## src/rtl/guitar_pkg.sv

```systemverilog
// guitar_pkg
//   Shared definitions for the guitar event arbiter: event word field
//   positions, the output FSM state type, player identifiers and a helper
//   that assembles one event word.
package guitar_pkg;

  localparam int FRET1_LSB = 0;
  localparam int FRET2_LSB = 3;
  localparam int VALID_BIT = 6;
  localparam int PID_BIT   = 7;
  localparam int SEQ_LSB   = 8;
  localparam int SEQ_W     = 8;

  typedef enum logic [1:0] {
    IDLE    = 2'd0,
    PRESENT = 2'd1,
    GAP     = 2'd2
  } arb_state_t;

  localparam logic P1 = 1'b0;
  localparam logic P2 = 1'b1;

  // Player-1 frets land in [2:0], player-2 frets in [5:3]; the other
  // player's field stays zero so the word lines up with the legacy
  // guitar_in bit positions.
  function automatic logic [31:0] make_event(input logic       pid,
                                             input logic [2:0] frets,
                                             input logic [SEQ_W-1:0] seq);
    logic [31:0] w;
    w = '0;
    if (pid == P1) w[FRET1_LSB +: 3] = frets;
    else           w[FRET2_LSB +: 3] = frets;
    w[VALID_BIT]         = 1'b1;
    w[PID_BIT]           = pid;
    w[SEQ_LSB +: SEQ_W]  = seq;
    return w;
  endfunction

endpackage

```

## src/rtl/guitar_event_arbiter_debouncer.sv

```systemverilog
// input_debouncer
//   One raw input line: 2-flop synchroniser followed by a stability
//   counter. The debounced output only follows the synchronised value
//   after it has differed from the current output for DEBOUNCE_CYCLES
//   consecutive cycles.
// Ports:
//   clock  in  system clock
//   reset  in  asynchronous, active-high reset
//   i_raw  in  raw (asynchronous) input line
//   o_db   out debounced line (optionally inverted after the synchroniser)
module input_debouncer #(
  parameter int   DEBOUNCE_CYCLES = 50000,
  parameter int   CNT_W           = 20,
  parameter logic INVERT          = 1'b0
) (
  input  logic clock,
  input  logic reset,
  input  logic i_raw,
  output logic o_db
);

  logic             r_sync1;
  logic             r_sync2;
  logic             r_db;
  logic [CNT_W-1:0] r_cnt;
  logic             w_synced;
  logic [CNT_W-1:0] w_cnt_inc;

  // Active-low lines are flipped here so everything downstream is 1=active.
  assign w_synced  = r_sync2 ^ INVERT;
  assign w_cnt_inc = r_cnt + {{(CNT_W-1){1'b0}}, 1'b1};

  always_ff @(posedge clock or posedge reset) begin
    if (reset) begin
      r_sync1 <= 1'b0;
      r_sync2 <= 1'b0;
      r_db    <= 1'b0;
      r_cnt   <= '0;
    end else begin
      r_sync1 <= i_raw;
      r_sync2 <= r_sync1;
      if (w_synced == r_db) begin
        r_cnt <= '0;
      end else if (w_cnt_inc == CNT_W'(DEBOUNCE_CYCLES)) begin
        r_db  <= w_synced;
        r_cnt <= '0;
      end else begin
        r_cnt <= w_cnt_inc;
      end
    end
  end

  assign o_db = r_db;

endmodule

```

## src/rtl/guitar_event_arbiter.sv

```systemverilog
// guitar_event_arbiter
//   Debounces both players' fret/strum lines, turns each debounced strum
//   rising edge into a one-deep pending event per player (fret pattern
//   captured at the edge), and presents events one at a time to the
//   processor with round-robin arbitration between the players.
//
//   Handshake: event_valid (== event_word[6]) rises when an event is loaded
//   and the word is held unchanged while valid is high. A one-cycle ack
//   while valid is high consumes it; valid then drops and stays low for at
//   least one cycle before the next event. ack while valid is low is ignored.
// Ports:
//   clock       in  system clock
//   reset       in  asynchronous, active-high reset
//   p1_frets_n  in  player-1 frets, raw, active-low
//   p1_strum    in  player-1 strum, raw, active-high
//   p2_frets_n  in  player-2 frets, raw, active-low
//   p2_strum    in  player-2 strum, raw, active-high
//   ack         in  processor consumed the presented event
//   event_word  out event word to the register file
//   event_valid out event_word holds an unconsumed event
//   drop_count  out saturating count of events lost to overflow
module guitar_event_arbiter
  import guitar_pkg::*;
#(
  parameter int DEBOUNCE_CYCLES = 50000,
  parameter int CNT_W           = 20
) (
  input  logic        clock,
  input  logic        reset,
  input  logic [2:0]  p1_frets_n,
  input  logic        p1_strum,
  input  logic [2:0]  p2_frets_n,
  input  logic        p2_strum,
  input  logic        ack,
  output logic [31:0] event_word,
  output logic        event_valid,
  output logic [7:0]  drop_count
);

  logic [2:0]  w_p1_frets;
  logic [2:0]  w_p2_frets;
  logic        w_p1_strum;
  logic        w_p2_strum;

  for (genvar gi = 0; gi < 3; gi++) begin : g_frets
    input_debouncer #(
      .DEBOUNCE_CYCLES(DEBOUNCE_CYCLES), .CNT_W(CNT_W), .INVERT(1'b1)
    ) u_p1_fret (
      .clock(clock), .reset(reset), .i_raw(p1_frets_n[gi]), .o_db(w_p1_frets[gi])
    );
    input_debouncer #(
      .DEBOUNCE_CYCLES(DEBOUNCE_CYCLES), .CNT_W(CNT_W), .INVERT(1'b1)
    ) u_p2_fret (
      .clock(clock), .reset(reset), .i_raw(p2_frets_n[gi]), .o_db(w_p2_frets[gi])
    );
  end

  input_debouncer #(
    .DEBOUNCE_CYCLES(DEBOUNCE_CYCLES), .CNT_W(CNT_W), .INVERT(1'b0)
  ) u_p1_strum (
    .clock(clock), .reset(reset), .i_raw(p1_strum), .o_db(w_p1_strum)
  );
  input_debouncer #(
    .DEBOUNCE_CYCLES(DEBOUNCE_CYCLES), .CNT_W(CNT_W), .INVERT(1'b0)
  ) u_p2_strum (
    .clock(clock), .reset(reset), .i_raw(p2_strum), .o_db(w_p2_strum)
  );

  // ---------------------------------------------------------------------
  // Strum edge detection and per-player pending slot (index 0 = P1)
  // ---------------------------------------------------------------------
  logic [1:0]  r_strum_prev;
  logic [1:0]  r_pending;
  logic [2:0]  r_p1_cap;
  logic [2:0]  r_p2_cap;
  logic [7:0]  r_drop_count;
  logic [1:0]  w_rise;
  logic [1:0]  w_clear;
  logic [1:0]  w_drop;
  logic [8:0]  w_drop_sum;

  arb_state_t  r_state;
  logic [31:0] r_event_word;
  logic        r_rr_last;
  logic [SEQ_W-1:0] r_seq;

  logic        w_grant_any;
  logic        w_grant_pid;
  logic [2:0]  w_grant_frets;

  assign w_rise = {w_p2_strum & ~r_strum_prev[1], w_p1_strum & ~r_strum_prev[0]};

  // A grant empties the slot in the same cycle, so a simultaneous edge for
  // that player finds room and is kept rather than dropped.
  assign w_clear = {w_grant_any & (w_grant_pid == P2), w_grant_any & (w_grant_pid == P1)};
  assign w_drop  = w_rise & r_pending & ~w_clear;

  assign w_drop_sum = {1'b0, r_drop_count} + {8'd0, w_drop[0]} + {8'd0, w_drop[1]};

  always_ff @(posedge clock or posedge reset) begin
    if (reset) begin
      r_strum_prev <= 2'b00;
      r_pending    <= 2'b00;
      r_p1_cap     <= 3'b000;
      r_p2_cap     <= 3'b000;
      r_drop_count <= 8'd0;
    end else begin
      r_strum_prev <= {w_p2_strum, w_p1_strum};
      r_pending    <= (r_pending & ~w_clear) | (w_rise & ~w_drop);
      if (w_rise[0] && !w_drop[0]) r_p1_cap <= w_p1_frets;
      if (w_rise[1] && !w_drop[1]) r_p2_cap <= w_p2_frets;
      r_drop_count <= (w_drop_sum > 9'd255) ? 8'hFF : w_drop_sum[7:0];
    end
  end

  // ---------------------------------------------------------------------
  // Round-robin grant, only evaluated in IDLE
  // ---------------------------------------------------------------------
  always_comb begin
    w_grant_any   = 1'b0;
    w_grant_pid   = P1;
    w_grant_frets = 3'b000;
    if (r_state == IDLE) begin
      if (r_pending[0] && r_pending[1]) begin
        w_grant_any = 1'b1;
        w_grant_pid = (r_rr_last == P2) ? P1 : P2;
      end else if (r_pending[0]) begin
        w_grant_any = 1'b1;
        w_grant_pid = P1;
      end else if (r_pending[1]) begin
        w_grant_any = 1'b1;
        w_grant_pid = P2;
      end
      w_grant_frets = (w_grant_pid == P1) ? r_p1_cap : r_p2_cap;
    end
  end

  // ---------------------------------------------------------------------
  // Output FSM with registered event word
  // ---------------------------------------------------------------------
  always_ff @(posedge clock or posedge reset) begin
    if (reset) begin
      r_state      <= IDLE;
      r_event_word <= '0;
      r_rr_last    <= P2;
      r_seq        <= '0;
    end else begin
      case (r_state)
        IDLE: begin
          if (w_grant_any) begin
            r_event_word <= make_event(w_grant_pid, w_grant_frets, r_seq + 8'd1);
            r_seq        <= r_seq + 8'd1;
            r_rr_last    <= w_grant_pid;
            r_state      <= PRESENT;
          end
        end
        PRESENT: begin
          if (ack) begin
            r_event_word[VALID_BIT] <= 1'b0;
            r_state                 <= GAP;
          end
        end
        // Guaranteed low cycle so a polling loop sees valid fall between events.
        GAP:     r_state <= IDLE;
        default: r_state <= IDLE;
      endcase
    end
  end

  assign event_word  = r_event_word;
  assign event_valid = r_event_word[VALID_BIT];
  assign drop_count  = r_drop_count;

endmodule

```

## config.mk

```make
export PLATFORM = sky130hd
export DESIGN_NAME = guitar_event_arbiter
export DESIGN_NICKNAME = d
export VERILOG_FILES = /design/src/rtl/guitar_pkg.sv /design/src/rtl/guitar_event_arbiter_debouncer.sv /design/src/rtl/guitar_event_arbiter.sv
export SDC_FILE = /design/constraint.sdc
export NUM_CORES = 1
export LEC_CHECK = 0
export BUFFER_PORTS_ARGS = -buffer_cell sky130_fd_sc_hd__buf_2
export CAP_MARGIN = 5
export CORE_MARGIN = 4
export CORE_UTILIZATION = 45
export CTS_CLUSTER_SIZE = 24
export DETAILED_ROUTE_END_ITERATION = 7
export HOLD_SLACK_MARGIN = 0.02
export MAX_ROUTING_LAYER = met4
export PLACE_DENSITY = 0.7
export SLEW_MARGIN = 15
export SYNTH_ARGS = -nofsm -noshare
export SYNTH_HDL_FRONTEND = slang
export SYNTH_HIERARCHICAL = 1
export SYNTH_SLANG_ARGS = --single-unit
export TNS_END_PERCENT = 1
```

## constraint.sdc

```tcl
create_clock -name clock -period 2.8 [get_ports clock]
set_input_delay 0.56 -clock clock [delete_from_list [all_inputs] [get_ports clock]]
set_output_delay 0.56 -clock clock [all_outputs]
set_load 0.02 [all_outputs]
```

=== Yosys cells after proc, flatten, opt, wreduce, memory -nomap -nowiden ===
Cells that the tools add are included.

* Register bits: 229
* Latch bits: 0
* Bits in writable memories: 0
* Bits in read-only memories: 0
* Input bits: 11
* Output and inout port bits: 41
* Memories kept: 0

* Add/sub/neg operators: 11
* $mul: 0
* Div/mod/pow operators: 0
* Order comparisons: 1
* Eq/ne operators: 19
* Shift-type cells: 0
* Multiplexer cells: 35
* Bitwise logic cells: 28
* Reduce and logical (&&, ||, !) cells: 18

{| class="wikitable"
|+ Operator list
! cell !! count
|-
| 20-bit two-way mux || 16
|-
| 20-bit by 1-bit adder with 20-bit output, second input constant || 8
|-
| 20-bit by 16-bit equality test with 1-bit output, second input constant || 8
|-
| 2-bit AND reduction || 10
|-
| 1-bit inverter || 17
|-
| 1-bit two-way mux || 10
|-
| 8-bit by 1-bit adder with 9-bit output || 1
|-
| 9-bit by 1-bit adder with 9-bit output || 1
|-
| 9-bit by 8-bit greater-than comparator with 1-bit output, second input constant || 1
|-
| 3-bit two-way mux || 3
|-
| 8-bit by 1-bit adder with 8-bit output, second input constant || 1
|-
| 2-bit bitwise AND || 4
|-
| 1-bit equality test || 8
|-
| 8-bit two-way mux || 1
|-
| 7-bit two-way mux || 1
|-
| 1-bit bitwise AND || 4
|-
| 2-bit two-way mux || 2
|-
| 2-bit inequality test, second input constant || 2
|-
| 2-bit inverter || 2
|-
| 2-bit case mux with 2 select lines || 1
|-
| 1-bit logical AND || 3
|-
| 3-bit AND reduction || 1
|-
| 2-bit by 1-bit equality test with 1-bit output, second input constant || 1
|-
| 1-bit logical NOT || 2
|-
| other kinds (4) || 4
|}

=== Longest topological paths before layout ===
Gate-level depths: netlist (run 1).

* Depth after elaboration: 13
* Gate-level depth with buffers: 9
* Gate-level depth less buffers: 9

=== By module ===
The synthesis (run 1) kept the hierarchy.

{| class="wikitable"
|+ By module, submodules not included
! module !! instances !! cells an instance !! area an instance (µm²)
|-
| input_debouncer (g_frets[0].u_p1_fret ...) || 6 || 137 || 1410.1
|-
| input_debouncer (u_p1_strum ...) || 2 || 136 || 1360.1
|-
| guitar_event_arbiter || 1 || 147 || 1702.9
|}

=== Least setup slack after synthesis (run 1) ===
Ideal clock, no wire load.

* Path type: flip-flop to flip-flop
* Start point: register u_p1_strum.r_cnt[0]
* End point: register u_p1_strum.r_db (netlist: u_p1_strum/o_db)
* Library setup time: 0.125 ns
* Arrival: 2.241 ns
* Data required time: 2.675 ns
* Setup slack: 0.434 ns
* Stages on the path, launching flop included: 8
* Clock period less this slack: 2.366 ns
* Cells stage by stage: dfrtp_1 > ha_1 > nor4bb_1 > a31o_2 > a32oi_1 > or4_1 > nor4_4 > mux2_4

* Cells in the longest elaborated chain, start to end: 3

{| class="wikitable"
|+ RTL lines
! item !! line !! text
|-
| start, declared || guitar_event_arbiter_debouncer.sv:25 || <nowiki>logic [CNT_W-1:0] r_cnt;</nowiki>
|-
| start signal, assigned || guitar_event_arbiter_debouncer.sv:48 || <nowiki>r_cnt <= w_cnt_inc;</nowiki>
|-
| 20-bit by 1-bit adder with 20-bit output || guitar_event_arbiter_debouncer.sv:31 || <nowiki>assign w_cnt_inc = r_cnt + {{(CNT_W-1){1'b0}}, 1'b1};</nowiki>
|-
| 20-bit by 16-bit equality test with 1-bit output || guitar_event_arbiter_debouncer.sv:44 || <nowiki>end else if (w_cnt_inc == CNT_W'(DEBOUNCE_CYCLES)) begin</nowiki>
|-
| 2-bit AND reduction (no line) || - ||
|-
| end signal, assigned || guitar_event_arbiter_debouncer.sv:45 || <nowiki>r_db <= w_synced;</nowiki>
|-
| end, declared || guitar_event_arbiter_debouncer.sv:24 || <nowiki>logic r_db;</nowiki>
|}

No other way between the ends.
A chain may end at the register's enable or synchronous reset.

=== Final worst setup path (run 1) ===
* Start point: register g_frets[2].u_p1_fret.r_cnt[0]
* End point: register g_frets[2].u_p1_fret.r_db

* Cells in the longest elaborated chain, start to end: 3

{| class="wikitable"
|+ RTL lines
! item !! line
|-
| start, declared || guitar_event_arbiter_debouncer.sv:25
|-
| start signal, assigned || guitar_event_arbiter_debouncer.sv:48
|-
| 20-bit by 1-bit adder with 20-bit output || guitar_event_arbiter_debouncer.sv:31
|-
| 20-bit by 16-bit equality test with 1-bit output || guitar_event_arbiter_debouncer.sv:44
|-
| 2-bit AND reduction (no line) || -
|-
| end signal, assigned || guitar_event_arbiter_debouncer.sv:45
|-
| end, declared || guitar_event_arbiter_debouncer.sv:24
|}

No other way between the ends.

==> results of run 1 <==
cell usage in the layout (no fill, tap or decap), types with 9 or more instances in the layout:
cell,instances
sky130_fd_sc_hd__a21oi_1,11
sky130_fd_sc_hd__a31oi_1,19
sky130_fd_sc_hd__and3_1,10
sky130_fd_sc_hd__and4_1,16
sky130_fd_sc_hd__buf_2,35
sky130_fd_sc_hd__buf_4,29
sky130_fd_sc_hd__clkbuf_16,27
sky130_fd_sc_hd__conb_1,16
sky130_fd_sc_hd__dfrtp_1,220
sky130_fd_sc_hd__ha_1,17
sky130_fd_sc_hd__inv_1,53
sky130_fd_sc_hd__nand2_1,97
sky130_fd_sc_hd__nand2b_1,13
sky130_fd_sc_hd__nand3_1,62
sky130_fd_sc_hd__nand3b_1,9
sky130_fd_sc_hd__nand4_4,14
sky130_fd_sc_hd__nor2_1,112
sky130_fd_sc_hd__nor2_4,9
sky130_fd_sc_hd__nor2b_1,10
sky130_fd_sc_hd__nor3_1,52
sky130_fd_sc_hd__nor3_2,78
sky130_fd_sc_hd__nor4_1,16
sky130_fd_sc_hd__nor4_2,9
sky130_fd_sc_hd__o21ai_0,27
sky130_fd_sc_hd__or4_1,16
sky130_fd_sc_hd__xnor2_1,105
sky130_fd_sc_hd__xor2_1,57
metal layers:
metal / wire length (µm) / track usage
met4: 502 / 0.03772
met5: 0 / -
met3: 750 / 0.02136
met2: 11930 / 0.2687
met1: 11490 / 0.2246
cells in the mapped netlist, types with 9 or more instances:
cell                       instances
sky130_fd_sc_hd__buf_6            17
sky130_fd_sc_hd__or4_1            16
sky130_fd_sc_hd__nor4_2            9
sky130_fd_sc_hd__nor3_1           52
sky130_fd_sc_hd__xor2_1           63
sky130_fd_sc_hd__nand2_1          97
sky130_fd_sc_hd__nor2b_1          10
sky130_fd_sc_hd__a21oi_1          11
sky130_fd_sc_hd__xnor2_1         105
sky130_fd_sc_hd__inv_1            54
sky130_fd_sc_hd__ha_1             18
sky130_fd_sc_hd__a31oi_1          19
sky130_fd_sc_hd__nor2_1          112
sky130_fd_sc_hd__nor4_1           16
sky130_fd_sc_hd__dfrtp_1         220
sky130_fd_sc_hd__nand3_1          62
sky130_fd_sc_hd__nor3_2           78
sky130_fd_sc_hd__and4_1           16
sky130_fd_sc_hd__nor2_4            9
sky130_fd_sc_hd__and3_1           10
sky130_fd_sc_hd__nand4_4          14
sky130_fd_sc_hd__o21ai_0          27
sky130_fd_sc_hd__nand2b_1         13
sky130_fd_sc_hd__clkbuf_1         16
sky130_fd_sc_hd__nand3b_1          9
sky130_fd_sc_hd__buf_4            19
state kept, by name, summed over array words and instances (netlist names), 8 cells and up:
name and flops:
u_p1_strum/r_cnt 20, g_frets.u_p1_fret/r_cnt 60, u_p2_strum/r_cnt 20, r_seq 8, g_frets.u_p2_fret/r_cnt 60, drop_count 8
event_word 8
timing repair:
| action | CTS | global route |
|---|---|---|
| hold buffers | 0 | 0 |
| setup endpoints to repair | 0 | 1 |
| hold endpoints to repair | 0 | 0 |
| resized for setup | 0 | 1 |
| buffers inserted | 0 | 2 |
worst max-delay path: stages (launching register included):
cell                       delay [ns]
sky130_fd_sc_hd__dfrtp_1         0.46
sky130_fd_sc_hd__ha_2            0.26
sky130_fd_sc_hd__nor4bb_1        0.26
sky130_fd_sc_hd__a31o_2          0.14
sky130_fd_sc_hd__a32oi_1         0.05
sky130_fd_sc_hd__or4_1           0.59
sky130_fd_sc_hd__nor4_4          0.39
sky130_fd_sc_hd__buf_12          0.19
sky130_fd_sc_hd__mux2i_1         0.21
report_power, final:
group,internal [mW],switching [mW],leakage [nW],total [mW]
sequential,3.24,0.0681,3.02,3.30
clock,2.22,1.27,0.446,3.49
combinational,0.0694,0.189,2.25,0.258
total,5.52,1.53,5.72,7.05
cells by family (layout without fill, tap and decap cells):
group / Yosys count / after routing / share of synthesized area
xor gates and xnor gates: 168 / 168 / 0.1142
muxes: 15 / 15 / 0.01389
AOI/OAI and AO/OA: 122 / 122 / 0.07021
and+or+nand+nor: 583 / 583 / 0.3044
adders and majority gates: 19 / 19 / 0.01904
other: 1 / 16 / 0.0002911
DFF: 221 / 221 / 0.4293
buffers and inverters: 112 / 166 / 0.04865
layout make-up:
type	instances	area share
repair buffers	65	0.02874
inverters	54	0.01411
flip-flops and latches	221	0.3851
well taps	378	0.03292
clock buffers	38	0.05479
multi-input cells	923	0.4754
clock inverters	9	0.008971
worst min-delay path by stage:
stage	to	slack (ns)
finish	u_p2_strum/r_sync1	0.15
global route	g_frets[2].u_p1_fret/r_sync1	0.13
CTS	u_p2_strum/r_sync1	0.13
detailed placement	g_frets[1].u_p1_fret/r_sync2	0.34
global placement	g_frets[1].u_p1_fret/r_sync2	0.33
floorplan	g_frets[0].u_p1_fret/r_sync2	0.33
per-stage QoR:
step,util,cells
after global placement,0.4795,1639
after CTS,0.5122,1686
after global routing,0.5128,1688
final,0.5128,1688
after floorplan,-,1256
after detailed placement,0.4795,1639
==> impl_metrics.ini, run 1 <==
[outcome]
status = finished, final reports clean

[worst_setup_path]
setup.worst_path.end = g_frets[2].u_p1_fret/o_db
critical_path_arrival_ns = 3.06
r2r.worst_path.cells = 8
timing.rr.end = g_frets[2].u_p1_fret/o_db
worstPathMaxFanout = 11
r2r-start = g_frets[2].u_p1_fret/r_cnt[0]
crit_start = g_frets[2].u_p1_fret/r_cnt[0]
setup.reg_to_reg.worst_slack_ns = 0.18
crit_path_end_kind = register
worst-endpoint-required_ns = 3.23
timing_worst_setup_path_type = reg -> reg
critPathLaunchType = register

[detailed_routing]
initialDrtViolationCount = 498
wl_per_cell_um = 14.62
vias_per_cell = 5.340
drtAntennaViolNets = 0
drc = 0
wirelength_mm = 24.67
detailroute.via_count = 9014
drt_first_pass_iters = 4

[pwr]
total_power_mw = 7.053
vdd_drop_max_uv = 578.3
total_leakage_power_nw = 5.719
power.density_cell_area_nw_per_um2 = 491.0

[flow_run]
max_cap_violations = 0

[final_layout]
n_fill_cell = 2465
final_design_area_no_fill_um2 = 14370
antenna_cells = 0
layout.nets = 1321
area_growth_syn_to_layout_pct = 11.50
final-seq-area_um2 = 5532
area_of_the_multi_input_gates_um2 = 6829
drive_above_1_share = 0.2084

[logic_synthesis]
seq_area_frac_synth = 0.4293
synth-edff-count = 0
yosysWarnings = 6
mappedNetlistArea_um2 = 12880
synthTopCellsByArea = sky130_fd_sc_hd__dfrtp_1 (43%), sky130_fd_sc_hd__xnor2_1 (7.1%), sky130_fd_sc_hd__nor3_2 (6.1%)
synthDominantAreaCellType = sky130_fd_sc_hd__dfrtp_1
cell_count_after_synthesis = 1241
yosysUniqueCellTypes = 56
post_synth.cell_area_avg_um2 = 10.38
primary_ff_master_synth = sky130_fd_sc_hd__dfrtp_1
flip_flop_and_latch_count_after_synthesis = 221
async_reset_ff_frac = 1.000
yosysTopAreaCellShare = 0.4273

[sta]
finalHoldViolCount = 0
min_period_over_period = 0.9371
timing.final.max_slew_violations = 0
layout_skew_ns = 0.01512
slew_headroom = 0.3996
worst_hold_slack_after_final_layout_ns = 0.1512
finalSetupViolations = 0
timing.final.ws_setup_ns = 0.1763
setup_tns_ns = 0
tightest_slew_ns = 0.8995
unrepaired_setup_endpoints_after_global_routing = no
period_minus_slack_ns = 2.624
max_clock_freq_ghz = 0.3811

[clock_tree]
clkSinkCount = 221
clock_insertion_delay_worst_skew_ns = 0.52
cts_htree_levels = 1
library_cell_used_as_clock_root_buffer = sky130_fd_sc_hd__clkbuf_16
cts_buffer_depth = 3
cts.reportedPaths.clkPinSlew_ns = 0.06
tritoncts = done
numCtsBuffers = 26

[placed_design]
placement.io_buffers = 35
dp_slack_ns = 0.1942
gpl.final_weighted_congestion = 0.8768
dpl.hpwl_mm = 17.60
placed_area_um2 = 13430

[floorplanning]
count_of_boundary_i_o_pins = 52
dieArea_um2 = 31400
fp.dieW_um = 177.2
initial_core_util = 0.4600
core.rowCount = 61
core-area_um2 = 28010
die_h_um = 177.2

[worst_hold_path]
worstHoldPathType = in -> reg
worst_hold_path.num_cells = 1
worst_hold_startpoint = p2_strum

[global_routing]
grt_max_degree = 38
grt_usage = 0.1657
grt_pass1_vias = 8816
global_route_wire_length_before_repair_mm = 43.23
grt_antenna_before_repair = 0
grt_overflow_total = 0
(Power assumes the default switching activity.)
==> inputs of run 2 (changes only) <==
==> constraint.sdc (replaced) <==
create_clock -name clock -period 2.8 [get_ports clock]
set_input_delay 0.14 -clock clock [delete_from_list [all_inputs] [get_ports clock]]
set_output_delay 0.14 -clock clock [all_outputs]
set_load 0.02 [all_outputs]
==> impl_metrics.ini, run 2 (synthesis results as in run 1) <==
[outcome]
status = finished, final reports clean

[detailed_routing]
detailroute.via_count = 9041
drtAntennaViolNets = 0
initialDrtViolationCount = 552
vias_per_cell = 5.324
drt_first_pass_iters = 4
wirelength_mm = 24.74
drc = 0
wl_per_cell_um = 14.57

[floorplanning]
die_h_um = 177.2
fp.dieW_um = 177.2
core-area_um2 = 28010
initial_core_util = 0.4600
dieArea_um2 = 31400
count_of_boundary_i_o_pins = 52
core.rowCount = 61

[global_routing]
grt_pass1_vias = 8868
grt_usage = 0.1663
grt_max_degree = 38
grt_antenna_before_repair = 0
grt_overflow_total = 0
global_route_wire_length_before_repair_mm = 43.36

[sta]
max_clock_freq_ghz = 0.3814
timing.final.max_slew_violations = 0
unrepaired_setup_endpoints_after_global_routing = no
layout_skew_ns = 0.01434
setup_tns_ns = 0
min_period_over_period = 0.9365
period_minus_slack_ns = 2.622
finalHoldViolCount = 0
finalSetupViolations = 0
slew_headroom = 0.3981
tightest_slew_ns = 0.9018

[worst_hold_path]
worst_hold_startpoint = p2_strum
worst_hold_path.num_cells = 2
min_to = u_p2_strum/r_sync1
worstHoldPathType = in -> reg

[final_layout]
layout.nets = 1331
final_common_cell = sky130_fd_sc_hd__dfrtp_1
layoutNonFillerInstCount = 1698
area_growth_syn_to_layout_pct = 12.28
drive_above_1_share = 0.2068
mostFrequentLayoutCells = sky130_fd_sc_hd__dfrtp_1 (220), sky130_fd_sc_hd__nor2_1 (112), sky130_fd_sc_hd__xnor2_1 (105)
antenna_cells = 0
layout_top_registers = g_frets.u_p1_fret/r_cnt x60, g_frets.u_p2_fret/r_cnt x60

[worst_setup_path]
setup.reg_to_reg.worst_slack_ns = 0.18
critical_path_arrival_ns = 3.06
timing_worst_setup_path_type = reg -> reg
r2r.worst_path.cells = 8
worst_path_largest_cell_delay_ns = 0.58
timing.rr.end = g_frets[2].u_p1_fret/o_db
worst-endpoint-required_ns = 3.24
worstPathMaxFanout = 11
cp_slowest_cell = sky130_fd_sc_hd__or4_1
r2r-start = g_frets[2].u_p1_fret/r_cnt[0]
crit_path_end_kind = register
critPathLaunchType = register
path_cells = ha_2 > nor4bb_1 > a31o_2 > a32oi_1 > or4_1 > nor4_4 > buf_12 > mux2i_1

[pwr]
share_clk_of_total_power = 0.494
power.density_cell_area_nw_per_um2 = 488.5
internal-power_mw = 5.530
power_switching_mw = 1.536
share_comb_of_total_power = 0.038
vdd_drop_max_uv = 578.7
seqPwrFrac = 0.468
switching_fraction = 0.2174
total_leakage_power_nw = 5.761

[clock_tree]
cts_buffer_depth = 3
clkSinkCount = 221
clock_insertion_delay_worst_skew_ns = 0.52
tritoncts = done
cts.reportedPaths.clkPinSlew_ns = 0.06
numCtsBuffers = 26
cts_htree_levels = 1
library_cell_used_as_clock_root_buffer = sky130_fd_sc_hd__clkbuf_16

[placed_design]
placement.io_buffers = 35
gpl.final_weighted_congestion = 0.8768
dpl.hpwl_mm = 17.60
number_of_cells_after_detailed_placement = 1639

[flow_run]
max_cap_violations = 0
run 2: per-stage QoR:
stage | utilization | setup WS [ns] | hold WS [ns] | instance area [µm²] | total power [mW]
3_5_place_dp | 0.4795 | 0.1942 | 0.2497 | 13430 | 3.625
2_1_floorplan | - | 0.4343 | 0.1419 | 12940 | 3.555
5_1_grt | 0.5164 | 0.03040 | 0.2611 | 14470 | 7.357
3_3_place_gp | 0.4795 | 0.2564 | 0.2488 | 13430 | 3.619
4_1_cts | 0.5158 | 0.1213 | 0.2469 | 14450 | 7.180
6_report | 0.5164 | 0.1778 | 0.2704 | 14470 | 7.067
run 2: worst max-delay path: cells and delay by family, from the launching register on:
kind	cells	cell delay (ns)
buf+inv	1	0.19
simple gates	3	1.23
fa+ha+maj	1	0.26
mux	1	0.21
compound gates	2	0.19
flops	1	0.46
run 2: power groups by stage:
stage	Clock, mW	Sequential [mW]	Combinational, mW
after floorplan	0	3.34	0.210
after global placement	0	3.36	0.262
after detailed placement	0	3.36	0.264
after CTS	3.60	3.30	0.276
after global routing	3.74	3.31	0.310
final	3.49	3.30	0.269
run 2: repair_timing:
action,4_1_cts,5_1_grt
buffers inserted,0,2
endpoints found under the setup margin,0,1
hold endpoints to repair,231,0
resized for setup,0,1
hold buffers,10,0
run 2: metal layers:
layer  global-route usage  vias up  part of all wire
li1                     -     4478                 -
met1               0.2252     4429              0.47
met2               0.2698      103              0.48
met3              0.02136       31             0.031
met4              0.03772        0             0.020
met5                    -        -                 0
run 2: area by class of cell:
class / count / area [µm²]
inverters: 54 / 202.7
multi-input cells: 923 / 6829
clock inverters: 9 / 128.9
flip-flops and latches: 221 / 5532
repair buffers: 75 / 513.0
clock buffers: 38 / 787.0
fillers: 2456 / 13550
well taps: 378 / 473.0
run 2: worst max-delay path by stage:
| stage | start | endpoint | slack, ns |
|---|---|---|---|
| finish | g_frets[2].u_p1_fret/r_cnt[0] | g_frets[2].u_p1_fret/o_db | 0.18 |
| global placement | g_frets[2].u_p1_fret/r_cnt[0] | g_frets[2].u_p1_fret/o_db | 0.26 |
| CTS | g_frets[2].u_p1_fret/r_cnt[3] | g_frets[2].u_p1_fret/o_db | 0.12 |
| floorplan | u_p1_strum/r_cnt[0] | u_p1_strum/o_db | 0.43 |
| global route | g_frets[1].u_p2_fret/r_cnt[0] | g_frets[1].u_p2_fret/o_db | 0.03 |
| detailed placement | g_frets[2].u_p1_fret/r_cnt[3] | g_frets[2].u_p1_fret/o_db | 0.19 |
